--- src/rtl/axis_frame_gate.sv ---
// axis_frame_gate: passes only whole video frames (tuser beat through the
// LINES_PER_FRAME-th tlast beat) from an AXI4-Stream input to a 2-entry
// skid-buffered output. Beats outside a frame are accepted and discarded.
// Optional statistics (frames_passed, beats_dropped, early_sof) are built
// only when the macro FRAME_GATE_STATS_EN is defined; otherwise those ports
// are tied to zero.
module axis_frame_gate #(
  parameter int DATA_W          = 64,
  parameter int LINES_PER_FRAME = 720
) (
  input  logic              aclk,
  input  logic              aresetn,
  input  logic              aclken,
  input  logic              ENABLE_GATE,
  input  logic              SW_RESET,
  input  logic [DATA_W-1:0] s_axis_video_tdata_in,
  input  logic              s_axis_video_tvalid_in,
  input  logic              s_axis_video_tuser_in,
  input  logic              s_axis_video_tlast_in,
  output logic              s_axis_video_tready_out,
  output logic [DATA_W-1:0] s_axis_video_tdata_out,
  output logic              s_axis_video_tvalid_out,
  output logic              s_axis_video_tuser_out,
  output logic              s_axis_video_tlast_out,
  input  logic              s_axis_video_tready_in,
  output logic [15:0]       frames_passed,
  output logic [15:0]       beats_dropped,
  output logic              early_sof
);

  localparam int          PW  = DATA_W + 2;
  localparam logic [11:0] LPF = 12'(LINES_PER_FRAME);

  typedef enum logic [1:0] {IDLE, SEEK, PASS} state_t;

  state_t         state;
  logic [11:0]    line_cnt;
  logic [1:0]     occ, occ_nxt;
  logic [PW-1:0]  buf0, buf1;   // buf0 is the head, driven straight to the outputs
  logic           tready_q;

  logic           rst;
  logic           accept, fwd, pop, frame_end;
  logic [11:0]    line_nxt;
  logic [PW-1:0]  beat_in;

  assign rst      = !aresetn || SW_RESET;
  assign beat_in  = {s_axis_video_tuser_in, s_axis_video_tlast_in, s_axis_video_tdata_in};
  assign accept   = aclken && s_axis_video_tvalid_in && tready_q;
  assign fwd      = accept && ((state == PASS) || (state == SEEK && s_axis_video_tuser_in));
  assign pop      = aclken && (occ != 2'd0) && s_axis_video_tready_in;
  // A tuser beat restarts the count; a beat carrying both tuser and tlast is line one.
  assign line_nxt  = (s_axis_video_tuser_in ? 12'd0 : line_cnt) + {11'd0, s_axis_video_tlast_in};
  assign frame_end = fwd && s_axis_video_tlast_in && (line_nxt == LPF);

  assign s_axis_video_tready_out = tready_q;
  assign s_axis_video_tvalid_out = (occ != 2'd0);
  assign s_axis_video_tdata_out  = buf0[DATA_W-1:0];
  assign s_axis_video_tlast_out  = buf0[DATA_W];
  assign s_axis_video_tuser_out  = buf0[DATA_W+1];

  // Buffer occupancy after this cycle; push+pop at occupancy 2 cannot happen.
  always_comb begin
    occ_nxt = occ;
    if (fwd && !pop)      occ_nxt = occ + 2'd1;
    else if (!fwd && pop) occ_nxt = occ - 2'd1;
  end

  // Gate FSM: only whole frames leave SEEK/PASS; enable drop never truncates.
  always_ff @(posedge aclk) begin
    if (rst) begin
      state    <= IDLE;
      line_cnt <= 12'd0;
    end else if (aclken) begin
      case (state)
        IDLE: if (ENABLE_GATE) state <= SEEK;
        SEEK: begin
          if (fwd) begin
            line_cnt <= line_nxt;
            if (frame_end) state <= ENABLE_GATE ? SEEK : IDLE;
            else           state <= PASS;
          end else if (!ENABLE_GATE) begin
            state <= IDLE;
          end
        end
        PASS: begin
          if (fwd) begin
            line_cnt <= line_nxt;
            if (frame_end) state <= ENABLE_GATE ? SEEK : IDLE;
          end
        end
        default: state <= IDLE;
      endcase
    end
  end

  // Two-entry skid buffer with registered ready (high while room remains).
  always_ff @(posedge aclk) begin
    if (rst) begin
      occ      <= 2'd0;
      buf0     <= '0;
      buf1     <= '0;
      tready_q <= 1'b0;
    end else if (aclken) begin
      occ      <= occ_nxt;
      tready_q <= (occ_nxt != 2'd2);
      case ({fwd, pop})
        2'b10: if (occ == 2'd0) buf0 <= beat_in; else buf1 <= beat_in;
        2'b01: buf0 <= buf1;
        2'b11: buf0 <= beat_in;   // occupancy 1: head leaves, new beat takes its place
        default: ;
      endcase
    end
  end

`ifdef FRAME_GATE_STATS_EN
  logic sof_fwd;
  assign sof_fwd = fwd && s_axis_video_tuser_in;

  // Frame/drop statistics; frames wrap, drops saturate, early_sof is sticky.
  always_ff @(posedge aclk) begin
    if (rst) begin
      frames_passed <= 16'd0;
      beats_dropped <= 16'd0;
      early_sof     <= 1'b0;
    end else if (aclken) begin
      if (sof_fwd) frames_passed <= frames_passed + 16'd1;
      if (accept && !fwd && beats_dropped != 16'hFFFF) beats_dropped <= beats_dropped + 16'd1;
      if (sof_fwd && state == PASS) early_sof <= 1'b1;
    end
  end
`else
  assign frames_passed = 16'd0;
  assign beats_dropped = 16'd0;
  assign early_sof     = 1'b0;
`endif

endmodule

--- config.mk ---
export PLATFORM = sky130hd
export DESIGN_NAME = axis_frame_gate
export DESIGN_NICKNAME = d
export VERILOG_FILES = /design/src/rtl/axis_frame_gate.sv
export SDC_FILE = /design/constraint.sdc
export NUM_CORES = 1
export LEC_CHECK = 0
export CAP_MARGIN = 20
export CORE_MARGIN = 4
export CORE_UTILIZATION = 68
export CTS_CLUSTER_DIAMETER = 150
export DETAILED_ROUTE_END_ITERATION = 6
export DONT_BUFFER_PORTS = 1
export PLACE_DENSITY = 0.84
export SLEW_MARGIN = 10
export SYNTH_ARGS = -nofsm -noshare
export SYNTH_HDL_FRONTEND = slang
export SYNTH_SLANG_ARGS = --single-unit
--- constraint.sdc ---
create_clock -name aclk -period 3.9 [get_ports aclk]
set_input_delay 0.39 -clock aclk [delete_from_list [all_inputs] [get_ports aclk]]
set_output_delay 0.39 -clock aclk [all_outputs]
set_load 0.02 [all_outputs]
==> results.toml, run 1 <==
[final_layout]
fillCellCount = 573
seq_area_um2 = 2980
final_core_util_pct = 79.0
drive_gt1_share_pct = 6.70
nNetsFinal = 858
stdcell_count = 899
syn2layout_area_growth_pct = 11.9
n_antenna_cell = 0
multi_input_area_um2 = 2860

[power]
power.internal_mw = 2.42
ir_drop_mv = 0.347
switchingPower_mw = 0.731
seq_power_share_pct = 48.4
cellLeakagePower_nw = 2.34
swShare_pct = 23.2
power.total_mw = 3.15
clkPwrFrac_pct = 48.5
pwr-share-comb_pct = 3.1
power.density_nw_per_um2 = 453

[routing]
routed_wirelength_um = 15800
wl_per_cell_um = 17.6
vias = 5504
via_per_inst = 6.12
dr.pass1.iters = 6
drc = 0
drtIter0Drc = 368
ant_nets = 0

[logic_synthesis]
synth-main-ff-cell = "dfxtp_1"
synthDistinctLibCells = 50
yosysMostFrequentCell = "nand2_1"
synth_area_leaders = "dfxtp_1 (48%), nand2_1 (9.1%), o22ai_1 (6.6%), a21oi_1 (6.5%), nor3_1 (5.6%)"
syn_inst = 783
ys_warn_count = 0
ys_seq_elements = 149
async_flop_share_pct = 0
synthesis.area_um2 = 6220
yosysTopAreaCellShare_pct = 48.0
synth.top_cells.by_count = "nand2_1 (150), dfxtp_1 (149), a21oi_1 (81), nor2_1 (81), nor3_1 (70)"
synth_edf_count = 0
yosysTopAreaCell = "dfxtp_1"
ys_seq_area_share_pct = 48.0
syn_area_per_cell_um2 = 7.94

[global_route]
grt_first_pass_wirelength_um = 25300
grt_start_max_net_pins = 107
grt_overflow_total = 0
grtUsageTotal_pct = 28.1
first_global_vias = 5115
antenna_found_initial = 0

[timing]
finalHoldViolCount = 0
rsz0062_at_grt = "no"
whs_ns = 0.00282
maxSlewHeadroom_pct = 48.5
fin_skew_ns = 0.0115
period_minus_slack_ns = 2.66
report.final.slew_viol_count = 0
tns_ns = 0
setup_viol = 0
finalCritPeriodShare_pct = 68.1
tightest_slew_ns = 0.773
max_freq_mhz = 376

[clock_tree]
cts_tree = "built"
clk_root_buffer_cell = "clkbuf_8"
cts_buffers = 17
clock_sinks = 149
h-tree-depth = 4
clk_pin_slew_worst_paths_ns = 0.07
cts_buffer_depth = 2
post_cts.repair.setup_buffers = 0
clk_latency_ns = 0.52

[worst_setup_path]
critical_path.cell_chain = "nor2b_1 > ha_1 > ha_1 > nand2b_1 > a2111oi_0 > nor3b_1 > o22ai_2 > o21ai_1 > mux2_1"
end_kind = "register"
crit_family = "compound AO/OA/AOI/OAI gates"
path_buf_inv = 0
critPathMaxStageDelay_ns = 0.56
crit_fanout = 9
worst_setup_path_start_kind = "register"
cp.required_ns = 4.30
slowest_stage = "a2111oi_0"
crit_type = "register to register"
cp_data_arrival_time_ns = 3.06
crit_top_cell = "ha_1"

[floorplan]
core_region_area_um2 = 8810
rows = 34
ios = 174
die_height_um = 104
die_w_um = 104
die_area_um2 = 10700
start_util_pct = 70.6

[place]
gp_congestion = 0.948
io_buffers = 0
place_inst = 836
dp_hpwl_um = 9350

[status]
status = "finished clean"

[hold_path]
hold_class = "input port to register"

[run]
cap_violations = 0
-- cells by family (layout without fill, tap and decap cells) --
logic type	count (synthesis)	after routing	share of synthesized area (%)
xor+xnor	5	5	0.704
simple gates	342	342	24.1
other cells	1	33	0.0603
fa+ha+maj	7	7	1.41
flops	149	149	48.0
mux	6	6	1.03
compound gates	173	173	16.2
buf+inv	100	76	8.51
-- sequential cells by signal, summed over array words and instances, names as in the netlist --
| signal | count |
|---|---|
| buf0 | 66 |
| buf1 | 66 |
| line_cnt | 12 |
| occ | 2 |
| state | 2 |
| s_axis_video_tready_out | 1 |
-- layout by cell type, fill, tap and decap left out, types with 6 or more instances in the layout --
cell type      instances
conb_1                33
a21oi_1               81
inv_1                  7
nor3_1                70
nand3_1                6
dfxtp_1              149
nand2_1              149
clkbuf_16             16
buf_4                  6
o21ai_0                8
dlygate4sd3_1         29
o22ai_1               66
nor2_1                80
ha_1                   7
-- routing by layer --
layer / share of wire, % / track usage, %
met1: 38 / 33.3
met2: 50 / 47.4
met3: 9.9 / 10.6
met4: 1.9 / 8.93
met5: 0 / 0
-- layout make-up --
type / instances / area share (%)
flip-flops and latches: 149 / 42.9
multi-input cells: 566 / 41.1
inverters: 7 / 0.378
well taps: 108 / 1.94
repair buffers: 37 / 5.61
clock buffers: 18 / 6.01
clock inverters: 14 / 2.07
-- power groups by stage --
stage	registers [mW]	clock network [mW]	logic, mW
floorplan	1.56	0	0.0917
global placement	1.56	0	0.0672
detailed placement	1.56	0	0.0680
CTS	1.53	1.54	0.0913
global route	1.52	1.61	0.105
finish	1.53	1.53	0.0984
-- per-stage QoR --
stage / setup slack, ns / cell area (µm²)
3_3_place_gp: 1.26 / 6050
2_1_floorplan: 1.15 / 6340
6_report: 1.24 / 6960
3_5_place_dp: 1.13 / 6050
5_1_grt: 1.08 / 6960
4_1_cts: 1.09 / 6890
-- repair_timing --
item / CTS / global route
gates resized for setup: 0 / 0
hold buffers: 28 / 1
endpoints found under the hold margin: 28 / 1
-- path summary, 6_finish.rpt --
path / start / end / slack, ns / cells after the start
worst max register to register: line_cnt[0] / state[0] / 1.24 / 9
worst min register to register: buf1[3] / buf1[3] / 0.46 / 2
worst max-delay path: line_cnt[0] / state[0] / 1.24 / 9
worst min-delay path: s_axis_video_tdata_in[17] / buf1[17] / 0.003 / 2
Note: power is estimated with default switching activity, not from simulation.
==> run 2, diff against run 1 <==
--- a/config.mk
+++ b/config.mk
@@ -5,13 +5,14 @@
 export SDC_FILE = /design/constraint.sdc
 export NUM_CORES = 1
 export LEC_CHECK = 0
+export ABC_AREA = 1
 export CAP_MARGIN = 20
 export CORE_MARGIN = 4
-export CORE_UTILIZATION = 68
+export CORE_UTILIZATION = 63
 export CTS_CLUSTER_DIAMETER = 150
 export DETAILED_ROUTE_END_ITERATION = 6
 export DONT_BUFFER_PORTS = 1
-export PLACE_DENSITY = 0.84
+export PLACE_DENSITY = 0.79
 export SLEW_MARGIN = 10
 export SYNTH_ARGS = -nofsm -noshare
 export SYNTH_HDL_FRONTEND = slang
==> constraint.sdc (replaced) <==
create_clock -name aclk -period 2.5 [get_ports aclk]
set_input_delay 0.25 -clock aclk [delete_from_list [all_inputs] [get_ports aclk]]
set_output_delay 0.25 -clock aclk [all_outputs]
set_load 0.02 [all_outputs]
==> run 2 against run 1 <==
Global-route usage grew 1.4 points. Via count increased by 13%. Non-clock buffer count grew 45. Utilization shrank 2.1 points. Clock power rose by 53%. Register-to-register slack worse by 0.81 ns. Critical endpoint is now s_axis_video_tvalid_out.
==> results.toml, run 2 <==
[status]
status = "finished clean"

[timing]
max_freq_mhz = 470
tightest_slew_ns = 0.795
rsz0062_at_grt = "no"
finalHoldViolCount = 0
period_minus_slack_ns = 2.13
tns_ns = 0
setup_viol = 0
fin_skew_ns = 0.0118
report.final.slew_viol_count = 0
finalCritPeriodShare_pct = 85.2
maxSlewHeadroom_pct = 47.0

[worst_setup_path]
end_kind = "output pin"
cp.required_ns = 2.25
critical_path.cell_chain = "inv_1 > ha_1 > inv_2 > buf_4"
crit_type = "register to output pin"
reg2reg_slack_ns = 0.43
crit_fanout = 66
cp_data_arrival_time_ns = 1.88
slowest_stage = "buf_4"
worst_setup_path_start_kind = "register"
critPathMaxStageDelay_ns = 0.64

[logic_synthesis]
synth-main-ff-cell = "dfxtp_1"
ys_seq_elements = 149
yosysTopAreaCell = "dfxtp_1"
synth_edf_count = 0
syn_inst = 847
async_flop_share_pct = 0
syn_area_per_cell_um2 = 7.69
synthesis.area_um2 = 6520
ys_seq_area_share_pct = 45.8
synthDistinctLibCells = 36
yosysTopAreaCellShare_pct = 45.8
yosysMostFrequentCell = "dfxtp_1"
ys_warn_count = 0
synth.top_cells.by_count = "dfxtp_1 (149), a21oi_1 (146), nand2_1 (124), o21ai_0 (76), nand3_1 (73)"
synth_area_leaders = "dfxtp_1 (46%), a21oi_1 (11%), nand2_1 (7.1%), o22ai_1 (6.3%), o21ai_0 (5.8%)"

[final_layout]
drive_gt1_share_pct = 7.84
syn2layout_area_growth_pct = 17.0
top_regs = "buf0: 66 flops, buf1: 66 flops, line_cnt: 12 flops"
n_antenna_cell = 0
layout_common_cells = "dfxtp_1 (149), a21oi_1 (146), nand2_1 (123)"
final_core_util_pct = 76.9
nNetsFinal = 960
post-route-cell-area_um2 = 7620
final_common_cell = "dfxtp_1"

[floorplan]
die_height_um = 110
die_area_um2 = 12000
ios = 174
die_w_um = 110
rows = 36
start_util_pct = 65.8
core_region_area_um2 = 9910

[power]
pwr-share-comb_pct = 4.9
swShare_pct = 23.0
clkPwrFrac_pct = 47.1
power.density_nw_per_um2 = 652
seq_power_share_pct = 48.0
cellLeakagePower_nw = 2.76
power.internal_mw = 3.83
ir_drop_mv = 0.465
switchingPower_mw = 1.14

[routing]
wl_per_cell_um = 17.3
via_per_inst = 6.05
dr.pass1.iters = 5
routed_wirelength_um = 17800
drtIter0Drc = 555
vias = 6208
drc = 0
ant_nets = 0

[global_route]
first_global_vias = 5832
grt_start_max_net_pins = 133
grtUsageTotal_pct = 29.6
grt_overflow_total = 0
grt_first_pass_wirelength_um = 28200
antenna_found_initial = 0

[place]
gp_congestion = 0.872
dp_hpwl_um = 10200
placed_area_um2 = 6410
io_buffers = 0

[clock_tree]
cts_buffer_depth = 2
post_cts.repair.setup_buffers = 0
ctsResizeCount = 0
h-tree-depth = 4
cts_buffers = 17
cts_tree = "built"
clk_root_buffer_cell = "clkbuf_8"
clk_pin_slew_worst_paths_ns = 0.06
clock_sinks = 149
clk_latency_ns = 0.53

[run]
cap_violations = 0

[hold_path]
hold_class = "input port to register"
-- run 2: timing repair --
action / CTS / global route
endpoints found under the hold margin: 133 / 0
endpoints found under the setup margin: 0 / 0
hold buffers: 67 / 0
-- run 2: critical path: cells and delay by family (launching register included) --
kind / cells / cell delay [ns]
buffers and inverters: 3 / 0.79
flip-flops: 1 / 0.35
adder cells (fa/ha/maj): 1 / 0.20
-- run 2: through the flow --
| step | total power, mW | hold WS, ns | std cells | setup slack [ns] |
|---|---|---|---|---|
| after floorplan | 2.59 | 0.415 | 879 | 0.654 |
| after global placement | 2.56 | 0.420 | 927 | 0.593 |
| after detailed placement | 2.57 | 0.423 | 927 | 0.470 |
| after CTS | 4.98 | 0.00154 | 1026 | 0.364 |
| after global routing | 5.14 | 0.0317 | 1026 | 0.143 |
| final | 4.97 | 0.0178 | 1026 | 0.371 |
-- run 2: power groups by stage --
stage / logic, mW / clock network (mW) / registers, mW
after CTS: 0.235 / 2.36 / 2.39
after detailed placement: 0.129 / 0 / 2.44
final: 0.243 / 2.34 / 2.39
after global placement: 0.126 / 0 / 2.44
after floorplan: 0.153 / 0 / 2.44
after global routing: 0.259 / 2.50 / 2.38
-- run 2: cell families (layout without fill, tap and decap cells) --
group | Yosys count | count (layout) | synth area share (%)
compound gates | 295 | 295 | 24.1
xor+xnor | 1 | 1 | 0.134
simple gates | 251 | 251 | 17.6
buf+inv | 143 | 157 | 11.0
other cells | 1 | 33 | 0.0575
fa+ha+maj | 7 | 7 | 1.34
flops | 149 | 149 | 45.8
-- run 2: layer usage --
layer  part of all wire, %  global-route usage (%)  vias up
met5                     0                       0        -
met4                   2.2                    12.7        0
met3                   9.4                    8.16       45
met2                    50                    48.7      344
met1                    38                    36.3     2895
li1                      -                       -     2924
-- run 2: path summary, 6_finish.rpt --
kind / from / endpoint / depth (start not counted)
worst max register to register: line_cnt[0] / state[1] / 15
worst max-delay path: occ[0] / s_axis_video_tvalid_out / 4
worst min-delay path: s_axis_video_tdata_in[49] / buf0[49] / 2
worst min register to register: buf1[7] / buf1[7] / 2
-- run 2: layout make-up --
| type | count | area (µm²) |
|---|---|---|
| repair buffers | 82 | 796 |
| well taps | 133 | 166 |
| clock buffers | 22 | 443 |
| fillers | 674 | 2290 |
| inverters | 43 | 174 |
| flip-flops and latches | 149 | 2980 |
| clock inverters | 10 | 97.6 |
| multi-input cells | 587 | 2960 |
